[src/rtl/spi_mem_pkg.sv]
// Shared encodings for the SPI memory slave: FSM states, R/W bit values and
// shift-register operating modes.
package spi_mem_pkg;

  typedef enum logic [2:0] {
    StIdle  = 3'd0,
    StCmd   = 3'd1,
    StFetch = 3'd2,
    StData  = 3'd3,
    StWrite = 3'd4,
    StHold  = 3'd5
  } state_e;

  localparam logic RW_READ  = 1'b1;
  localparam logic RW_WRITE = 1'b0;

  typedef enum logic [1:0] {
    ShHold  = 2'd0,
    ShLeft  = 2'd1,
    ShPload = 2'd2
  } shift_mode_e;

  function automatic int unsigned max_u(input int unsigned a, input int unsigned b);
    return (a > b) ? a : b;
  endfunction

endpackage

[src/rtl/spi_shift_reg.sv]
// MSB-first shift register with hold, shift-left and parallel-load modes.
module spi_shift_reg
  import spi_mem_pkg::*;
#(
  parameter int unsigned W = 8
) (
  input  logic         clk,
  input  logic         reset,
  input  logic [1:0]   mode,
  input  logic         sin,
  input  logic [W-1:0] pin,
  output logic [W-1:0] pout,
  output logic         sout
);

  logic [W-1:0] data_q;

  // Register update selected by mode; unknown codes hold.
  always_ff @(posedge clk or posedge reset) begin
    if (reset) begin
      data_q <= '0;
    end else begin
      case (mode)
        ShLeft:  data_q <= {data_q[W-2:0], sin};
        ShPload: data_q <= pin;
        default: data_q <= data_q;
      endcase
    end
  end

  assign pout = data_q;
  assign sout = data_q[W-1];

endmodule

[src/rtl/spi_mem_burst_ctrl.sv]
// SPI mode-0 slave control for a small memory: command frame (address, R/W bit)
// followed by one or more data words, with optional burst auto-increment.
module spi_mem_burst_ctrl
  import spi_mem_pkg::*;
#(
  parameter int unsigned ADDR_W   = 7,
  parameter int unsigned DATA_W   = 8,
  parameter int unsigned BURST_EN = 1
) (
  input  logic              clk,
  input  logic              reset,
  input  logic              cs,
  input  logic              sclk_rise,
  input  logic              sclk_fall,
  input  logic              mosi,
  input  logic [DATA_W-1:0] mem_rdata,
  output logic [ADDR_W-1:0] mem_addr,
  output logic [DATA_W-1:0] mem_wdata,
  output logic              mem_we,
  output logic              mem_rd,
  output logic              miso,
  output logic              miso_oe,
  output logic              busy
);

  localparam int unsigned MaxBits = max_u(ADDR_W + 1, DATA_W);
  localparam int unsigned CntW    = $clog2(MaxBits + 1);
  // The final bit of each frame/word is taken straight from mosi, so the
  // receive register only needs to hold the bits before it.
  localparam int unsigned RxW     = max_u(ADDR_W, DATA_W - 1);

  state_e            state_q, state_d;
  logic [CntW-1:0]   cnt_q, cnt_d;
  logic              rw_q, rw_d;
  logic [ADDR_W-1:0] addr_q, addr_d;
  logic [DATA_W-1:0] wdata_q, wdata_d;
  logic              oe_q, oe_d;
  logic              skip_q, skip_d;

  logic [1:0]        rx_mode, tx_mode;
  logic [RxW-1:0]    rx_word;
  logic              rx_sout;
  logic [DATA_W-1:0] tx_word;
  logic              tx_sout;

  spi_shift_reg #(
    .W (RxW)
  ) u_rx (
    .clk   (clk),
    .reset (reset),
    .mode  (rx_mode),
    .sin   (mosi),
    .pin   ({RxW{1'b0}}),
    .pout  (rx_word),
    .sout  (rx_sout)
  );

  // MISO is the transmit MSB: it moves only on a parallel load or a shift.
  spi_shift_reg #(
    .W (DATA_W)
  ) u_tx (
    .clk   (clk),
    .reset (reset),
    .mode  (tx_mode),
    .sin   (1'b0),
    .pin   (mem_rdata),
    .pout  (tx_word),
    .sout  (tx_sout)
  );

  logic unused_bits;
  assign unused_bits = ^{tx_word, rx_sout};

  // Next-state and datapath control for the frame sequencer.
  always_comb begin
    state_d = state_q;
    cnt_d   = cnt_q;
    rw_d    = rw_q;
    addr_d  = addr_q;
    wdata_d = wdata_q;
    oe_d    = oe_q;
    skip_d  = skip_q;
    rx_mode = ShHold;
    tx_mode = ShHold;

    if (state_q != StIdle && cs) begin
      // Deselect aborts everything, including a coincident sclk edge.
      state_d = StIdle;
      oe_d    = 1'b0;
      skip_d  = 1'b0;
      cnt_d   = '0;
    end else begin
      unique case (state_q)
        StIdle: begin
          if (!cs) begin
            state_d = StCmd;
            cnt_d   = '0;
          end
        end

        StCmd: begin
          if (sclk_rise) begin
            rx_mode = ShLeft;
            if (cnt_q == CntW'(ADDR_W)) begin
              addr_d  = rx_word[ADDR_W-1:0];
              rw_d    = mosi;
              cnt_d   = '0;
              state_d = (mosi == RW_READ) ? StFetch : StData;
            end else begin
              cnt_d = cnt_q + CntW'(1);
            end
          end
        end

        StFetch: begin
          // The loaded MSB is already on MISO, so the next fall must not shift.
          tx_mode = ShPload;
          oe_d    = 1'b1;
          skip_d  = 1'b1;
          state_d = StData;
        end

        StData: begin
          if (rw_q == RW_WRITE) begin
            if (sclk_rise) begin
              rx_mode = ShLeft;
              if (cnt_q == CntW'(DATA_W - 1)) begin
                wdata_d = {rx_word[DATA_W-2:0], mosi};
                cnt_d   = '0;
                state_d = StWrite;
              end else begin
                cnt_d = cnt_q + CntW'(1);
              end
            end
          end else begin
            if (sclk_rise) begin
              if (cnt_q == CntW'(DATA_W - 1)) begin
                cnt_d = '0;
                if (BURST_EN != 0) begin
                  addr_d  = addr_q + ADDR_W'(1);
                  state_d = StFetch;
                end else begin
                  oe_d    = 1'b0;
                  state_d = StHold;
                end
              end else begin
                cnt_d = cnt_q + CntW'(1);
              end
            end else if (sclk_fall) begin
              if (skip_q) begin
                skip_d = 1'b0;
              end else begin
                tx_mode = ShLeft;
              end
            end
          end
        end

        StWrite: begin
          cnt_d = '0;
          if (BURST_EN != 0) begin
            addr_d  = addr_q + ADDR_W'(1);
            state_d = StData;
          end else begin
            state_d = StHold;
          end
        end

        StHold: begin
          oe_d = 1'b0;
        end

        default: begin
          state_d = StIdle;
        end
      endcase
    end
  end

  // State and datapath registers.
  always_ff @(posedge clk or posedge reset) begin
    if (reset) begin
      state_q <= StIdle;
      cnt_q   <= '0;
      rw_q    <= RW_WRITE;
      addr_q  <= '0;
      wdata_q <= '0;
      oe_q    <= 1'b0;
      skip_q  <= 1'b0;
    end else begin
      state_q <= state_d;
      cnt_q   <= cnt_d;
      rw_q    <= rw_d;
      addr_q  <= addr_d;
      wdata_q <= wdata_d;
      oe_q    <= oe_d;
      skip_q  <= skip_d;
    end
  end

  // Strobes decode from state so a reset removes them immediately.
  assign mem_we    = (state_q == StWrite);
  assign mem_rd    = (state_q == StFetch);
  assign busy      = (state_q != StIdle);
  assign mem_addr  = addr_q;
  assign mem_wdata = wdata_q;
  assign miso      = tx_sout;
  assign miso_oe   = oe_q;

endmodule
[config.mk]
export PLATFORM = sky130hd
export DESIGN_NAME = spi_mem_burst_ctrl
export DESIGN_NICKNAME = d
export VERILOG_FILES = /design/src/rtl/spi_mem_pkg.sv /design/src/rtl/spi_shift_reg.sv /design/src/rtl/spi_mem_burst_ctrl.sv
export SDC_FILE = /design/constraint.sdc
export NUM_CORES = 1
export LEC_CHECK = 0
export CAP_MARGIN = 25
export CORE_AREA = 3 3 71 73
export CTS_CLUSTER_SIZE = 20
export DETAILED_ROUTE_END_ITERATION = 10
export DIE_AREA = 0 0 74 76
export HOLD_SLACK_MARGIN = 0.08
export PLACE_DENSITY = 0.75
export SYNTH_ARGS = -nofsm -noshare
export SYNTH_HDL_FRONTEND = slang
export SYNTH_SLANG_ARGS = --single-unit
[constraint.sdc]
create_clock -name clk -period 1.72 [get_ports clk]
set_input_delay 0.172 -clock clk [delete_from_list [all_inputs] [get_ports clk]]
set_output_delay 0.172 -clock clk [all_outputs]
set_load 0.05 [all_outputs]
# [Word-level counts from Yosys, hierarchy flattened]
# Cells that the tools add are included.
[classes] muxes=41 n_shift=0 bitwise_logic=2 magnitude_cmp=0 reduce_logical=17 n_eq_ne=25 n_mul=0 div_mod_pow=0 n_addsub=2
[op_table] cell="$mux W7" n=5
[op_table] cell="$mux W3" n=9
[op_table] cell="$ne A3 B3 Y1 const B" n=8
[op_table] cell="$pmux W7 S3" n=1
[op_table] cell="$mux W4" n=4
[op_table] cell="$pmux W8 S2" n=1
[op_table] cell="$pmux W3 S5" n=1
[op_table] cell="$pmux W7 S2" n=1
[op_table] cell="$ne A2 B2 Y1 const B" n=6
[op_table] cell="$pmux W4 S3" n=1
[op_table] cell="$reduce_bool A3 Y1" n=4
[op_table] cell="$mux W1" n=11
[op_table] cell="$pmux W2 S2" n=2
[op_table] cell="$reduce_and A4 Y1" n=2
[op_table] cell="$add A7 B1 Y7 const B" n=1
[op_table] cell="$reduce_and A7 Y1" n=1
[op_table] cell="$eq A3 B2 Y1 const B" n=2
[op_table] cell="$eq A3 B3 Y1 const B" n=2
[op_table] cell="$mux W2" n=3
[op_table] cell="$reduce_and A6 Y1" n=1
[op_table] cell="$reduce_and A5 Y1" n=1
[op_table] cell="$add A4 B1 Y4 const B" n=1
[op_table] cell="$eq A2 B1 Y1 const B" n=2
[op_table] cell="$eq A2 B2 Y1 const B" n=2
[op_table] cell="other kinds (11)" n=15
[totals] romBits=0 register_bits=40 latch_bits=0 mem_count=0 out_inout_bits=20 ramBits=0 inputBits=14

# [Depth between registers and ports, before layout]
# Gate-level depths: netlist of the first run.
[depth] ltp_word=8 ltp_mapped=8 depth_no_buf=6

# [By module]
# A second synthesis of the first run with hierarchy kept.
[hier_totals] hier_cells=212 hier_area_um2=2242.2
[modules_own_cells] mod="spi_mem_burst_ctrl" area_per_inst_um2=1488.9 instances=1 cells_each=140
[modules_own_cells] mod="spi_shift_reg (u_tx)" area_per_inst_um2=400.4 instances=1 cells_each=38
[modules_own_cells] mod="spi_shift_reg (u_rx)" area_per_inst_um2=352.8 instances=1 cells_each=34

# [Worst setup path after synthesis of the first run]
# Ideal clock, no wire load.
[synth_path] path_kind="register -> register" startpoint="register state_q[1]" endpoint="register addr_q[1] (netlist: mem_addr[1])" stages_incl_launch_ff=6 t_arrival_ps=1875 n_path_buf=1 t_required_ps=1595 synth_period_minus_slack_ps=2000 setup_slack_ps=-280 cell_sequence="dfrtp_1 buf_2 nor3b_4 o21bai_1 mux2_1 mux2_4"
[synth_between] elab_cells_between_ends=14 cone_classes="8 x eq/ne; 1 x mux; 1 x bitwise; 4 x reduce/logical"
[synth_rtl] item="start: declaration" line="spi_mem_burst_ctrl.sv:32" source="state_e state_q, state_d;"
[synth_rtl] item="start signal: assignment" line="spi_mem_burst_ctrl.sv:183" source="state_q <= StIdle;"
[synth_rtl] item="start signal: assignment" line="spi_mem_burst_ctrl.sv:191" source="state_q <= state_d;"
[synth_rtl] item="$eq A3 B3 Y1 *"
[synth_rtl] item="via mem_we" line="spi_mem_burst_ctrl.sv:19" source="output logic mem_we,"
[synth_rtl] item="$reduce_bool A3 Y1 (no line)"
[synth_rtl] item="$reduce_and A7 Y1 (no line)"
[synth_rtl] item="end signal: assignment" line="spi_mem_burst_ctrl.sv:194" source="addr_q <= addr_d;"
[synth_rtl] item="end: declaration" line="spi_mem_burst_ctrl.sv:35" source="logic [ADDR_W-1:0] addr_q, addr_d;"
# Mark *: on every way through the listed nets, which the timed path passes. The rest lies on a longest branch.
# A chain may end at the register's enable or synchronous reset.

# [Worst setup path in the final report of the first run]
[layout_path] startpoint="register state_q[0]" endpoint="register addr_q[2] (netlist: mem_addr[2])"
[layout_between] elab_chain_len=4 elab_cells_between_ends=14 cone_classes="8 x eq/ne; 1 x mux; 1 x bitwise; 4 x reduce/logical"
[layout_lines] item="parallel branches: the longest is 4 deep, another holds $reduce_and A7 Y1"
# Several ways; the timed one is not identified.

==> results of run 1 <==
-- tightest hold or removal path: cells and delay by family --
family,cells,cell delay [ns]
buffers and inverters,3,0.86
-- state kept, by name, indices dropped and copies added, names as in the netlist --
| name | flops |
|---|---|
| u_tx.pout | 8 |
| cnt_q | 4 |
| rw_q | 1 |
| miso_oe | 1 |
| state_q | 3 |
| mem_addr | 7 |
| mem_wdata | 8 |
| skip_q | 1 |
| u_rx.pout | 7 |
-- repair_timing --
action / 4_1_cts / 5_1_grt
setup endpoints to repair: 16 / 28
gates resized for setup: 3 / 18
pin swaps: 0 / 6
buffers inserted: 0 / 8
hold endpoints to repair: 0 / 0
-- stage by stage --
step | std cells | instance area (sq um) | worst slack (ns)
after floorplan | 199 | 2160 | -0.260
after global placement | 305 | 2750 | -0.225
after detailed placement | 305 | 2750 | -0.230
after CTS | 313 | 2870 | -0.0265
after global routing | 321 | 3020 | -0.0319
final | 321 | 3020 | 0.0313
-- layer usage --
metal,wire [um],vias to the layer above
met5,0,-
met4,112,0
met3,262,12
met2,2560,60
met1,2280,907
li1,-,869
-- where the power goes --
group          switching (mW)  total (mW)  leakage, nW  internal [mW]
clock                   0.357       0.794       0.0548          0.437
combinational           0.142       0.301        0.756          0.160
sequential             0.0980        1.12        0.528           1.02
total                   0.596        2.22         1.34           1.62
-- kinds of logic (layout without fill, tap and decap cells) --
kind of cell               count (synthesis)  after routing  synth area share [%]
and+or+nand+nor                           63             63                  16.1
AOI/OAI and AO/OA                         46             46                  15.3
DFF                                       40             40                  47.5
muxes                                     30             30                  15.5
buffers and inverters                     17             87                  3.74
adders and majority gates                  3              3                  1.78
-- cells in the mapped netlist, types with 2 or more instances --
library cell | n | area (sq um)
a211oi_1 | 5 | 37.5
a21o_1 | 2 | 15.0
a21oi_1 | 4 | 20.0
a2bb2oi_1 | 4 | 35.0
a31oi_1 | 2 | 12.5
and3_1 | 3 | 18.8
buf_2 | 6 | 30.0
clkbuf_1 | 3 | 11.3
dfrtp_1 | 40 | 1000
ha_1 | 3 | 37.5
inv_1 | 5 | 18.8
mux2_1 | 17 | 191
mux2i_1 | 12 | 120
nand2_1 | 16 | 60.1
nand2b_1 | 4 | 25.0
nand3_1 | 8 | 40.0
nand4_1 | 2 | 12.5
nor2_1 | 11 | 41.3
nor2b_1 | 2 | 12.5
nor3_1 | 7 | 35.0
o21ai_0 | 12 | 60.1
o21ai_1 | 4 | 20.0
-- final cells by class --
cell class                 instances  share of cell area (%)
clock buffer                       5                    2.28
inverter                           6                   0.746
tap                               52                    2.15
timing repair buffer              73                    22.0
clock inverter                     3                    1.53
sequential                        40                    33.3
multi-input combinational        142                    38.0
-- path summary, 6_finish.rpt --
path,start,endpoint,slack (ns),depth (start not counted)
setup / recovery,state_q[0],mem_addr[2],0.03,6
hold / removal,reset,mem_wdata[5],0.28,3
setup reg to reg,state_q[0],mem_addr[2],0.03,6
hold reg to reg,skip_q,skip_q,0.49,1
max in group asynchronous,reset,state_q[2],1.06,3
min in group clk,mem_rdata[0],u_tx.pout[0],0.44,3
-- cell usage in the layout, fill, tap and decap left out, types with 2 or more instances in the layout --
cell type	count
nand2b_1	3
o21ai_0	11
clkdlybuf4s50_1	21
nand4_1	2
dfrtp_1	37
nor2b_1	2
a31oi_1	2
clkbuf_8	5
nand2_1	15
and3_1	2
nor3_4	3
inv_1	5
a21o_1	2
mux2_4	2
mux2_1	16
mux2i_1	12
nand3_1	7
o21ai_1	5
dfrtp_2	3
buf_12	5
a2bb2oi_1	4
buf_4	44
ha_4	2
nor2_2	2
a211oi_1	4
nor3_1	4
nor2_1	10
a21oi_1	4
==> impl_metrics.env, run 1 <==
export IMPL_drt_initial_drc_count=134
export IMPL_finalCriticalPeriod_ns=1.69
export IMPL_relSlewSlack_pct=64.7
export IMPL_slowest_delay_ns=0.45
export IMPL_fin_hold_ws_ns=0.281
export IMPL_drive_gt1_share_pct=30.1
export IMPL_arrival_ns=1.87
export IMPL_slew_violations=0
export IMPL_clk_pin_slew_ns=0.08
export IMPL_area_delta_synth_final_pct=43.4
export IMPL_vias=1848
export IMPL_start_util_pct=47.7
export IMPL_ios=34
export IMPL_htreeDepth=2
export IMPL_final_core_util_pct=68.4
export IMPL_grt_ovfl_total=0
export IMPL_fp_coreArea_sq_mm=0.00441
export IMPL_die_w_um=74
export IMPL_path_class="reg -> reg"
export IMPL_hp_class="in -> async"
export IMPL_power_leakage_nw=1.34
export IMPL_ys_seq_area_share_pct=47.5
export IMPL_hold_viol_final=0
export IMPL_clock_sinks=40
export IMPL_diodes=0
export IMPL_critPathLaunchType="flip-flop"
export IMPL_antenna_found_initial=0
export IMPL_clk_latency_ns=0.30
export IMPL_worst_path_buf_inv=2
export IMPL_synth_seq_cells=40
export IMPL_fp_dieH_um=76
export IMPL_path_cells="buf_12, nor3b_4, o21bai_4, buf_4, mux2i_1, o32ai_1"
export IMPL_drtAntennaViolNets=0
export IMPL_fin_nets=285
export IMPL_critical_path_top_delay_family="compound AO/OA/AOI/OAI gates"
export IMPL_synth_flop_cell="dfrtp_1"
export IMPL_synthArstFlopShare_pct=100
export IMPL_fill_cells=334
export IMPL_gr_usage_met2_pct=28.3
export IMPL_wirelength_um=5220
export IMPL_cts_path_max_buffers=2
export IMPL_fin_setup_tns_ns=0
export IMPL_rsz0062_at_grt="true"
export IMPL_use_met1_pct=26.8
export IMPL_critPathMaxFanout=10
export IMPL_finalPower_mw=2.22
export IMPL_syn_avg_cell_area_sq_um=10.6
export IMPL_final_seq_area_sq_mm=0.00100
export IMPL_finalCritPeriodShare_pct=98.2
export IMPL_grt_pass1_wl_um=8350
export IMPL_end_kind="flip-flop"
export IMPL_pwr_density_cell_mw_per_mm2=734
export IMPL_cap_violations=0
export IMPL_ys_types=49
export IMPL_multiInputGateArea_sq_mm=0.00115
export IMPL_cts_tree="built"
export IMPL_cts_made_buffers=5
export IMPL_die_area_sq_mm=0.00562
export IMPL_wl_per_cell_um=16.3
export IMPL_cts_root_buf="clkbuf_8"
export IMPL_setup_viol=0
export IMPL_max_vdd_ir_drop_v=0.000588
export IMPL_rows=24
export IMPL_status="completed"
export IMPL_synth_edf_count=0
export IMPL_hpwl_um=3490
export IMPL_met3_usage_pct=4.22
export IMPL_drt_vias_per_instance=5.76
export IMPL_grt_usage_pct=19.0
export IMPL_synth_warnings=0
export IMPL_first_global_vias=1744
export IMPL_synth_area_sq_mm=0.00211
export IMPL_drt_pass1_iterations=4
export IMPL_port_buffers=33
export IMPL_drc_errors=0
export IMPL_worstMarginPinSlew_ns=0.525
export IMPL_crit_slowest_cell="dfrtp_2"
export IMPL_synth_net_count=216
export IMPL_fin_skew_ns=0.00394
export IMPL_crit_required_ns=1.90
export IMPL_fmax_ghz=0.592
export IMPL_gp_congestion=0.827
export IMPL_synthCells=199
export IMPL_busiest_layer="met2"
export IMPL_ctsHoldBuffers=0
export IMPL_grt_max_degree=41
No activity file was read; power rests on OpenSTA's default activity.
==> run 2, diff against run 1 <==
CORE_AREA = 3 3 90 58   (was 3 3 71 73)
DIE_AREA = 0 0 93 61   (was 0 0 74 76)
PLACE_DENSITY = 0.76   (was 0.75)
SKIP_CTS_REPAIR_TIMING = 1   (was default)
==> run 2 against run 1 <==
Against the previous run: the flow now finishes with violations (setup timing); cell area is 1.7% lower; sequential share of layout area is 0.59 points higher; worst setup slack worse by 0.032 ns; clock power is 1% higher; critical path depth is 2 lower; sequential power hardly changed; register-to-register slack hardly changed; largest cell class unchanged.
==> impl_metrics.env, run 2 (synthesized netlist as in run 1, its figures left out) <==
export IMPL_fin_skew_ns=0.00452
export IMPL_fmax_ghz=0.581
export IMPL_critPathMaxFanout=11
export IMPL_hpwl_um=3470
export IMPL_crit_slowest_cell="dfrtp_2"
export IMPL_hp_class="in -> async"
export IMPL_cap_violations=0
export IMPL_grt_pass1_wl_um=7860
export IMPL_end_kind="primary output"
export IMPL_dp_cells=309
export IMPL_fill_cells=339
export IMPL_critPathLaunchType="flip-flop"
export IMPL_cts_root_buf="clkbuf_8"
export IMPL_start_util_pct=47.1
export IMPL_cts_path_max_buffers=2
export IMPL_post_dp_cell_area_sq_mm=0.00272
export IMPL_drt_vias_per_instance=5.48
export IMPL_finalCritPeriodShare_pct=100
export IMPL_layout_commonest_cell="dfrtp_1"
export IMPL_grt_ovfl_total=0
export IMPL_worst_path_stages=4
export IMPL_rows=19
export IMPL_area_delta_synth_final_pct=40.9
export IMPL_final_seq_area_sq_mm=0.00100
export IMPL_drive_gt1_share_pct=26.9
export IMPL_r2r_start="cnt_q[0]"
export IMPL_crit_start="state_q[0]"
export IMPL_port_buffers=33
export IMPL_clock_sinks=40
export IMPL_drt_pass1_iterations=5
export IMPL_fp_dieH_um=61
export IMPL_relSlewSlack_pct=66.2
export IMPL_fin_setup_tns_ns=-0.00101
export IMPL_multiInputGateArea_sq_mm=0.00114
export IMPL_fin_hold_ws_ns=0.289
export IMPL_fp_coreArea_sq_mm=0.00447
export IMPL_die_w_um=93
export IMPL_arrival_ns=1.55
export IMPL_antenna_found_initial=0
export IMPL_path_cells="nor2_1, buf_4, nand2_1, buf_12"
export IMPL_wirelength_um=5090
export IMPL_path_class="reg -> out"
export IMPL_setup_ws_ns=-0.00101
export IMPL_finalPower_mw=2.23
export IMPL_grt_usage_pct=18.3
export IMPL_status="finished, violations left"
export IMPL_r2r_slack_ns=0.03
export IMPL_drtAntennaViolNets=0
export IMPL_pre_cts_slack_ns=-0.250
export IMPL_vias=1771
export IMPL_crit_required_ns=1.55
export IMPL_power_leakage_nw=1.29
export IMPL_die_area_sq_mm=0.00567
export IMPL_ios=34
export IMPL_r2r_end="mem_wdata[4]"
export IMPL_finalInstanceArea_sq_mm=0.00297
export IMPL_wl_per_cell_um=15.8
export IMPL_r2r_cells=6
export IMPL_slew_violations=0
export IMPL_finalCriticalPeriod_ns=1.72
export IMPL_rsz0062_at_grt="true"
export IMPL_grt_max_degree=41
export IMPL_fin_cells=323
export IMPL_worst_path_buf_inv=2
export IMPL_critical_path_top_delay_family="flip-flops"
export IMPL_clk_latency_ns=0.30
export IMPL_setup_viol=1
export IMPL_htreeDepth=2
export IMPL_worstMarginPinSlew_ns=0.505
export IMPL_max_vdd_ir_drop_v=0.000661
export IMPL_pwr_density_cell_mw_per_mm2=750
export IMPL_hold_viol_final=0
export IMPL_drc_errors=0
export IMPL_cts_tree="built"
export IMPL_violations="setup timing"
export IMPL_slowest_delay_ns=0.51
export IMPL_diodes=0
export IMPL_cts_made_buffers=5
export IMPL_gp_congestion=0.904
export IMPL_final_cell_mix="37 x dfrtp_1, 36 x buf_4, 22 x clkdlybuf4s50_1"
export IMPL_fin_nets=276
export IMPL_final_core_util_pct=66.4
export IMPL_drt_initial_drc_count=125
export IMPL_first_global_vias=1565
export IMPL_clk_pin_slew_ns=0.08
-- run 2: report_power, final --
| part | internal (mW) | leakage [nW] | total, mW | switching [mW] |
|---|---|---|---|---|
| Sequential | 1.02 | 0.528 | 1.13 | 0.105 |
| Clock | 0.437 | 0.0548 | 0.802 | 0.365 |
| Combinational | 0.157 | 0.708 | 0.295 | 0.138 |
| Total | 1.62 | 1.29 | 2.23 | 0.608 |
-- run 2: per-layer routing --
metal | up-vias | GRT usage (%) | wire (um)
li1 | 854 | - | -
met2 | 49 | 24.1 | 2050
met1 | 853 | 29.7 | 2650
met4 | 0 | 5.43 | 104
met5 | - | 0 | 0
met3 | 15 | 3.72 | 293
-- run 2: how the worst max path moves through the flow --
stage | endpoint
floorplan | mem_addr[1]
global placement | mem_wdata[6]
finish | busy
CTS | mem_wdata[4]
global route | busy
detailed placement | mem_wdata[4]
-- run 2: cell type report --
type                            instances  share of cell area (%)
Multi-Input combinational cell        142                    38.5
Sequential cell                        40                    33.9
Timing Repair Buffer                   64                    20.3
Tap cell                               63                    2.66
Clock buffer                            5                    2.32
Clock inverter                          3                    1.56
Inverter                                6                   0.759
-- run 2: worst min-delay path: stages --
cell,delay (ns)
clkdlybuf4s50_1,0.39
inv_1,0.05
buf_4,0.43
